[src/rtl/deser_pkg.sv]
// Shared constants and types for the 1-bit serial link deserializer.
package deser_pkg;

    localparam int unsigned DESER_NBITS = 8;
    localparam int unsigned DESER_IDX_W = 3;

    typedef logic [DESER_IDX_W-1:0] deser_idx_t;

    localparam deser_idx_t DESER_IDX_LAST = 3'd7;

    // Byte position that the k-th serial bit occupies.
    function automatic deser_idx_t deser_bit_pos(input deser_idx_t k, input bit lsb_first);
        return lsb_first ? k : deser_idx_t'(DESER_IDX_LAST - k);
    endfunction

endpackage

[src/rtl/deser8_1b_if.sv]
// Serial-in / byte-out handshake bundle of the deserializer.
interface deser8_1b_if;
    import deser_pkg::*;

    logic                   clear;
    logic                   in_val;
    logic                   in_rdy;
    logic                   in_bit;
    logic                   out_val;
    logic                   out_rdy;
    logic [DESER_NBITS-1:0] out_data;
    deser_idx_t             idx;

    modport master (
        output clear, in_val, in_bit, out_rdy,
        input  in_rdy, out_val, out_data, idx
    );

    modport slave (
        input  clear, in_val, in_bit, out_rdy,
        output in_rdy, out_val, out_data, idx
    );

endinterface

[src/rtl/deser_out_buf.sv]
// One-entry val/rdy register slice holding the last completed byte.
module deser_out_buf
    import deser_pkg::*;
#(
    parameter int unsigned Width = DESER_NBITS
) (
    input  logic             clk_i,
    input  logic             rst_ni,
    input  logic             load_i,
    input  logic [Width-1:0] data_i,
    input  logic             rdy_i,
    output logic             val_o,
    output logic [Width-1:0] data_o
);

    logic             val_q, val_d;
    logic [Width-1:0] data_q, data_d;

    // A load in the same cycle as a drain replaces the byte and keeps val high.
    always_comb begin
        val_d  = val_q;
        data_d = data_q;
        if (val_q && rdy_i) begin
            val_d = 1'b0;
        end
        if (load_i) begin
            val_d  = 1'b1;
            data_d = data_i;
        end
    end

    always_ff @(posedge clk_i) begin
        if (!rst_ni) begin
            val_q  <= 1'b0;
            data_q <= '0;
        end else begin
            val_q  <= val_d;
            data_q <= data_d;
        end
    end

    assign val_o  = val_q;
    assign data_o = data_q;

endmodule

[src/rtl/deser8_1b.sv]
// Deserializer top: collects 8 serial bits into a byte and hands it to the output slice.
module deser8_1b
    import deser_pkg::*;
#(
    parameter bit LSB_FIRST = 1'b1
) (
    input logic        clk,
    input logic        rst_n,
    deser8_1b_if.slave bus
);

    logic [DESER_NBITS-1:0] asm_q, asm_d;
    logic [DESER_NBITS-1:0] load_data;
    deser_idx_t             idx_q, idx_d;
    deser_idx_t             pos;
    logic                   is_last;
    logic                   in_rdy;
    logic                   bit_xfer;
    logic                   load;
    logic                   buf_val;
    logic [DESER_NBITS-1:0] buf_data;

    always_comb begin
        is_last   = (idx_q == DESER_IDX_LAST);
        pos       = deser_bit_pos(idx_q, LSB_FIRST);
        // Only the final bit can stall: it needs the output slice free or draining.
        in_rdy    = rst_n && !bus.clear && (!is_last || !buf_val || bus.out_rdy);
        bit_xfer  = bus.in_val && in_rdy;
        load_data = asm_q;
        load_data[pos] = bus.in_bit;

        asm_d = asm_q;
        idx_d = idx_q;
        load  = 1'b0;
        if (bus.clear) begin
            asm_d = '0;
            idx_d = '0;
        end else if (bit_xfer) begin
            if (is_last) begin
                load  = 1'b1;
                asm_d = '0;
                idx_d = '0;
            end else begin
                asm_d = load_data;
                idx_d = deser_idx_t'(idx_q + 3'd1);
            end
        end
    end

    always_ff @(posedge clk) begin
        if (!rst_n) begin
            asm_q <= '0;
            idx_q <= '0;
        end else begin
            asm_q <= asm_d;
            idx_q <= idx_d;
        end
    end

    deser_out_buf #(
        .Width (DESER_NBITS)
    ) u_out_buf (
        .clk_i  (clk),
        .rst_ni (rst_n),
        .load_i (load),
        .data_i (load_data),
        .rdy_i  (bus.out_rdy),
        .val_o  (buf_val),
        .data_o (buf_data)
    );

    assign bus.in_rdy   = in_rdy;
    assign bus.out_val  = buf_val;
    assign bus.out_data = buf_data;
    assign bus.idx      = idx_q;

endmodule

[src/flat_wrapper.sv]
// flat-port wrapper written by rule: the top's interface ports become plain ports
module deser8_1b_flat import deser_pkg::*;
#(
    parameter bit LSB_FIRST = 1'b1
)
  (clk, rst_n, bus_clear, bus_in_val, bus_in_bit, bus_out_rdy, bus_in_rdy, bus_out_val, bus_out_data, bus_idx);
  deser8_1b_if bus_i ();
  input logic clk;
  input logic rst_n;
  input wire logic [$bits(bus_i.clear)-1:0] bus_clear;
  input wire logic [$bits(bus_i.in_val)-1:0] bus_in_val;
  input wire logic [$bits(bus_i.in_bit)-1:0] bus_in_bit;
  input wire logic [$bits(bus_i.out_rdy)-1:0] bus_out_rdy;
  output wire logic [$bits(bus_i.in_rdy)-1:0] bus_in_rdy;
  output wire logic [$bits(bus_i.out_val)-1:0] bus_out_val;
  output wire logic [$bits(bus_i.out_data)-1:0] bus_out_data;
  output wire logic [$bits(bus_i.idx)-1:0] bus_idx;
  assign bus_i.clear = bus_clear;
  assign bus_i.in_val = bus_in_val;
  assign bus_i.in_bit = bus_in_bit;
  assign bus_i.out_rdy = bus_out_rdy;
  assign bus_in_rdy = bus_i.in_rdy;
  assign bus_out_val = bus_i.out_val;
  assign bus_out_data = bus_i.out_data;
  assign bus_idx = bus_i.idx;
  deser8_1b #(.LSB_FIRST(LSB_FIRST)) u_core (.clk(clk), .rst_n(rst_n), .bus(bus_i));
endmodule
[config.mk]
export PLATFORM = sky130hd
export DESIGN_NAME = deser8_1b_flat
export DESIGN_NICKNAME = d
export VERILOG_FILES = /design/src/rtl/deser_pkg.sv /design/src/rtl/deser8_1b_if.sv /design/src/rtl/deser_out_buf.sv /design/src/rtl/deser8_1b.sv /design/src/flat_wrapper.sv
export SDC_FILE = /design/constraint.sdc
export NUM_CORES = 1
export LEC_CHECK = 0
export CAP_MARGIN = 15
export CORE_MARGIN = 2
export CORE_UTILIZATION = 35
export DETAILED_ROUTE_END_ITERATION = 12
export GPL_ROUTABILITY_DRIVEN = 0
export REMOVE_ABC_BUFFERS = 1
export SETUP_SLACK_MARGIN = 0.2
export SLEW_MARGIN = 10
export SYNTH_ARGS = -nofsm -noshare
export SYNTH_HDL_FRONTEND = slang
export SYNTH_HIERARCHICAL = 1
export SYNTH_SLANG_ARGS = --single-unit
[constraint.sdc]
create_clock -name clk -period 2.4 [get_ports clk]
set_clock_uncertainty 0.1 [all_clocks]
set_input_delay 0.36 -clock clk [delete_from_list [all_inputs] [get_ports clk]]
set_output_delay 0.36 -clock clk [all_outputs]
set_load 0.005 [all_outputs]
== After elaboration in Yosys (flattened, before gate mapping) ==
Cells that the tools add are included.

* Output and inout bits: 13
* Register bits after elaboration: 20
* Input port bits: 6

* Bitwise logic cells: 1
* Mux-type cells: 10
* Reduce and logical (&&, ||, !) cells: 12
* Eq/ne operators: 1
* $lt $le $gt $ge: 2
* $add $sub $neg: 1

{| class="wikitable"
|+ Operators by type and width
! operator !! count
|-
| bitwise mux 8 bit || 1
|-
| 2-to-1 mux 8 bit || 1
|-
| 2-to-1 mux 1 bit || 6
|-
| logical AND 1 bit || 5
|-
| less-than comparator 3 x 4 -> 1 bit (second input constant) || 1
|-
| adder 3 x 1 -> 3 bit (second input constant) || 1
|-
| demux 1 bit (select 3 bit) || 1
|-
| equality test 3 bit (second input constant) || 1
|-
| greater-or-equal comparator 3 x 1 -> 1 bit (second input constant) || 1
|-
| logical NOT 1 bit || 3
|-
| 2-to-1 mux 3 bit || 1
|-
| logical OR 1 bit || 2
|-
| nonzero test 2 bit || 1
|-
| OR reduction 2 bit || 1
|-
| inverter 1 bit || 1
|}

== Logic depth before layout (Yosys ltp) ==
* Depth after elaboration: 9
* Depth in mapped cells: 9
* Depth with buffers taken out: 7

== Hierarchy ==
The synthesis kept the hierarchy.

{| class="wikitable"
|+ By module, submodules not included
! module !! cells an instance !! instances !! seq. area each (µm²) !! area an instance (µm²)
|-
| deser8_1b || 58 || 1 || 220.2 || 696.9
|-
| deser_out_buf || 28 || 1 || 180.2 || 335.3
|}

== Least setup slack after synthesis ==
OpenSTA, ideal clock, no wires.

* Path type: reg-to-reg
* From: register u_core.idx_q[0], in the netlist u_core/bus.idx[0]
* To: register u_core.u_out_buf.data_q[0], in the netlist u_core/u_out_buf/data_o[0]
* Slack: 348 ps
* Data arrival time: 1836 ps
* Cell stages (with the launch flop): 10
* Path through: dfxtp_1 -> ha_1 -> ha_1 -> nand3b_1 -> and3_4 -> buf_4 -> nor3b_1 -> buf_6 -> mux2i_1 -> nor2b_1

* Word-level cells in the longest chain between the ends: 8
* Elaborated cells between the ends (all ways): 15
* Classes of those cells: order compare (2); eq/ne (1); mux (6); reduce/logical (6)

{| class="wikitable"
|+ RTL lines
! element !! line !! text
|-
| from (decl) || deser8_1b.sv:14 || <nowiki>deser_idx_t idx_q, idx_d;</nowiki>
|-
| from (signal assigned) || deser8_1b.sv:56 || <nowiki>idx_q <= idx_d;</nowiki>
|-
| equality test 3 bit (*) || deser8_1b.sv:24 || <nowiki>is_last = (idx_q == DESER_IDX_LAST);</nowiki>
|-
| logical NOT 1 bit || deser8_1b.sv:27 || <nowiki>in_rdy = rst_n && !bus.clear && (!is_last || !buf_val || bus.out_rdy);</nowiki>
|-
| logical OR 1 bit (2 in series) || deser8_1b.sv:27 ||
|-
| logical AND 1 bit || deser8_1b.sv:27 ||
|-
| logical AND 1 bit || deser8_1b.sv:28 || <nowiki>bit_xfer = bus.in_val && in_rdy;</nowiki>
|-
| 2-to-1 mux 1 bit (*) || deser8_1b.sv:38 || <nowiki>end else if (bit_xfer) begin</nowiki>
|-
| 2-to-1 mux 1 bit (*) || deser8_1b.sv:35 || <nowiki>if (bus.clear) begin</nowiki>
|-
| net u_core.load || deser8_1b.sv:19 || <nowiki>logic load;</nowiki>
|-
| to (signal assigned) || deser_out_buf.sv:38 || <nowiki>data_q <= data_d;</nowiki>
|-
| to (decl) || deser_out_buf.sv:17 || <nowiki>logic [Width-1:0] data_q, data_d;</nowiki>
|}

Mark *: on every way through the listed nets, which the timed path passes. The rest lies on a longest branch.
A chain may end at the register's enable or synchronous reset.

== Worst setup path after layout ==
* From: register u_core.idx_q[0], in the netlist u_core/bus.idx[0]
* To: register u_core.u_out_buf.data_q[3], in the netlist u_core/u_out_buf/data_o[3]

Same word-level chain as after synthesis.

==> reports/qor.csv <==
metric,value,unit
DR iter-0 viols,17,
Root Driver,clkbuf_4,
final core occ,46.6,%
CP Capture Type,flip-flop,
xor/xnor cell area share of the yosys netlist,0,%
Max-cap violations,0,
Detail Placement HPWL,1360,um
clock slew at reported path FFs,0.12,ns
post-synthesis sequential area ratio,38.8,%
num rows,19,
Die ar.,3400,sq um
CTS tree,done,
final worst slack,0.355,ns
die width,58.3,um
synthesized cell area,1030,sq um
mux cell area share after synthesis,19.0,%
Synth area leader,dfxtp_1,
combinational family with the most area after synthesis,simple AND/OR/NAND/NOR gates,
first-pass GRT wire length,3410,um
Setup CP Type,reg2reg,
GRT met1 Usage,18.1,%
First-pass DRT Iterations,4,
grt peak-use layer,met2,
Fin Hold WS,0.381,ns
via/cell ratio,5.09,
Core Box Area,2780,sq um
Critical R2R Launch,u_core/bus.idx[0],
number of port buffers,18,
Post-Synth Adder-Cell Area,2.42,%
Final setup viols,0,
simple-gate share of the synthesized area,22.4,%
number of top-level pins,19,
Clock Latency Late Sink,0.30,ns
Post-synth EDFFs,0,
Pwr Density,450,nW/um^2
Tmin final,2.04,ns
Setup WS pre-CTS,0.121,ns
Pleak,0.572,nW
Area growth syn-to-layout,25.6,%
Yosys Warn Count,6,
Setup TNS Final,0,ns
cells after synthesis,86,
post-synthesis compound-gate area fraction,11.2,%
via count,717,
H-tree levels,1,
Slew headroom,72.1,%
hold buffers post-CTS,0,
CP required,2.50,ns
run status,completed,
total gr overflow,0,
Worst Hold Class,reg2reg,
die height,58.3,um
initial antenna violation count,0,
# placed instances,136,
GRT Overall Usage,13.5,%
Yosys reg bits,20,
"Top FF cell, synth",dfxtp_1,
ANT nets after route,0,
RSZ-0062 raised after global routing,no,
period utilisation layout,85.2,%
clk buf depth,2,
Final Hold Fails,0,
share of cells above drive strength 1,28.2,%
Routed WL,1980,um
biggest fanout along the worst timing path,9,
syn avg cell area,12.0,sq um
grt met3 use,2.64,%
"Cell Count, Final, Fillers Out",141,
global routing usage on met2,20.7,%
most common cell in the synthesized netlist,dfxtp_1,
Yosys top cell area share,38.8,%
Hold Startpoint,u_core/asm_q[4],
Avg WL per Cell,14.1,um
"top cells by count, synth","dfxtp_1 (20), nor2b_1 (10), a32o_1 (8), mux2i_1 (8), mux2_4 (7)",
residual DRC count,0,
CP Launch Type,flip-flop,
CP arrival,2.14,ns
crit path from,u_core/bus.idx[0],
Peak VDD IR,0.372,mV
diodes inserted,0,
Least-Margin Pin Slew,0.417,ns
fmax,489,MHz
Synth async-reset ratio,0,%
Synth area leaders,"dfxtp_1 (39%), mux2_4 (10%), a32o_1 (7.8%)",
Initial Utilization,37.1,%
Yosys cell types,24,
Final #Nets,119,
pin count of the biggest net entering global routing,12,
CTS buffer count,3,
Final Slew Violations,0,
vias in the first global route,740,
Num Clock Sinks,20,
-- report_power, final --
part | internal, W | switching, W
Sequential | 0.000334 | 0.00000103
Combinational | 0.0000282 | 0.0000239
Clock | 0.0000924 | 0.000104
Total | 0.000455 | 0.000129
-- registers in the layout, indices dropped and copies added (netlist names) --
| signal | count |
|---|---|
| u_core/asm_q | 8 |
| u_core/u_out_buf/data_o | 8 |
| u_core/bus.idx | 3 |
| u_core/u_out_buf/val_o | 1 |
-- layout by cell type (no fill, tap or decap), types with 2 or more instances in the layout --
| master | n |
|---|---|
| mux2i_1 | 8 |
| clkbuf_4 | 3 |
| nor3b_2 | 3 |
| a32o_1 | 8 |
| dfxtp_1 | 19 |
| mux2_4 | 7 |
| nor2b_1 | 9 |
| buf_4 | 8 |
| nand4_1 | 2 |
| nand3_1 | 2 |
| clkdlybuf4s50_1 | 17 |
| nand3b_4 | 3 |
| o21ai_1 | 2 |
| nand2_1 | 3 |
-- worst paths after layout --
check / slack [ns] / end / cells after the start
worst max-delay path: 0.36 / u_core/u_out_buf/data_o[3] / 9
worst min-delay path: 0.38 / u_core/asm_q[4] / 1
worst max register to register: 0.36 / u_core/u_out_buf/data_o[3] / 9
worst min register to register: 0.38 / u_core/asm_q[4] / 1
-- cells by family (layout without fill, tap and decap cells) --
group           Yosys count  count (layout)
buf+inv                   7              31
fa+ha+maj                 2               2
simple gates             28              28
flops                    20              20
mux                      16              16
compound gates           13              13
-- layout make-up --
class	count	area (sq um)
Fill cell	264	1490
Inverter	1	3.75
Clock buffer	4	36.3
Multi-Input combinational cell	59	573
Sequential cell	20	402
Timing Repair Buffer	26	243
Tap cell	31	38.8
-- metrics by stage --
| stage | cell area, sq um | total power, W |
|---|---|---|
| 2_1_floorplan | 972 | 0.000367 |
| 3_3_place_gp | 1240 | 0.000395 |
| 3_5_place_dp | 1240 | 0.000395 |
| 4_1_cts | 1290 | 0.000592 |
| 5_1_grt | 1300 | 0.000610 |
| 6_report | 1300 | 0.000583 |
-- what timing repair did --
item | CTS | global route
endpoints found under the setup margin | 1 | 1
resized for setup | 3 | 1
pin swaps | 1 | 0
setup buffers | 1 | 0
-- per-layer routing --
metal | share of wire, % | vias up
li1 | - | 364
met1 | 49 | 336
met2 | 46 | 15
met3 | 3.7 | 2
met4 | 0.86 | 0
met5 | 0 | -
-- worst max-delay path, cell delays in order (launching register included) --
cell and delay (ns):
dfxtp_2 0.34, ha_1 0.19, ha_2 0.18, nand3b_1 0.11, buf_4 0.14, and3_4 0.18, nor3b_1 0.17, buf_4 0.24
mux2i_1 0.24, nor2b_1 0.06
No activity file was read; power rests on OpenSTA's default activity.
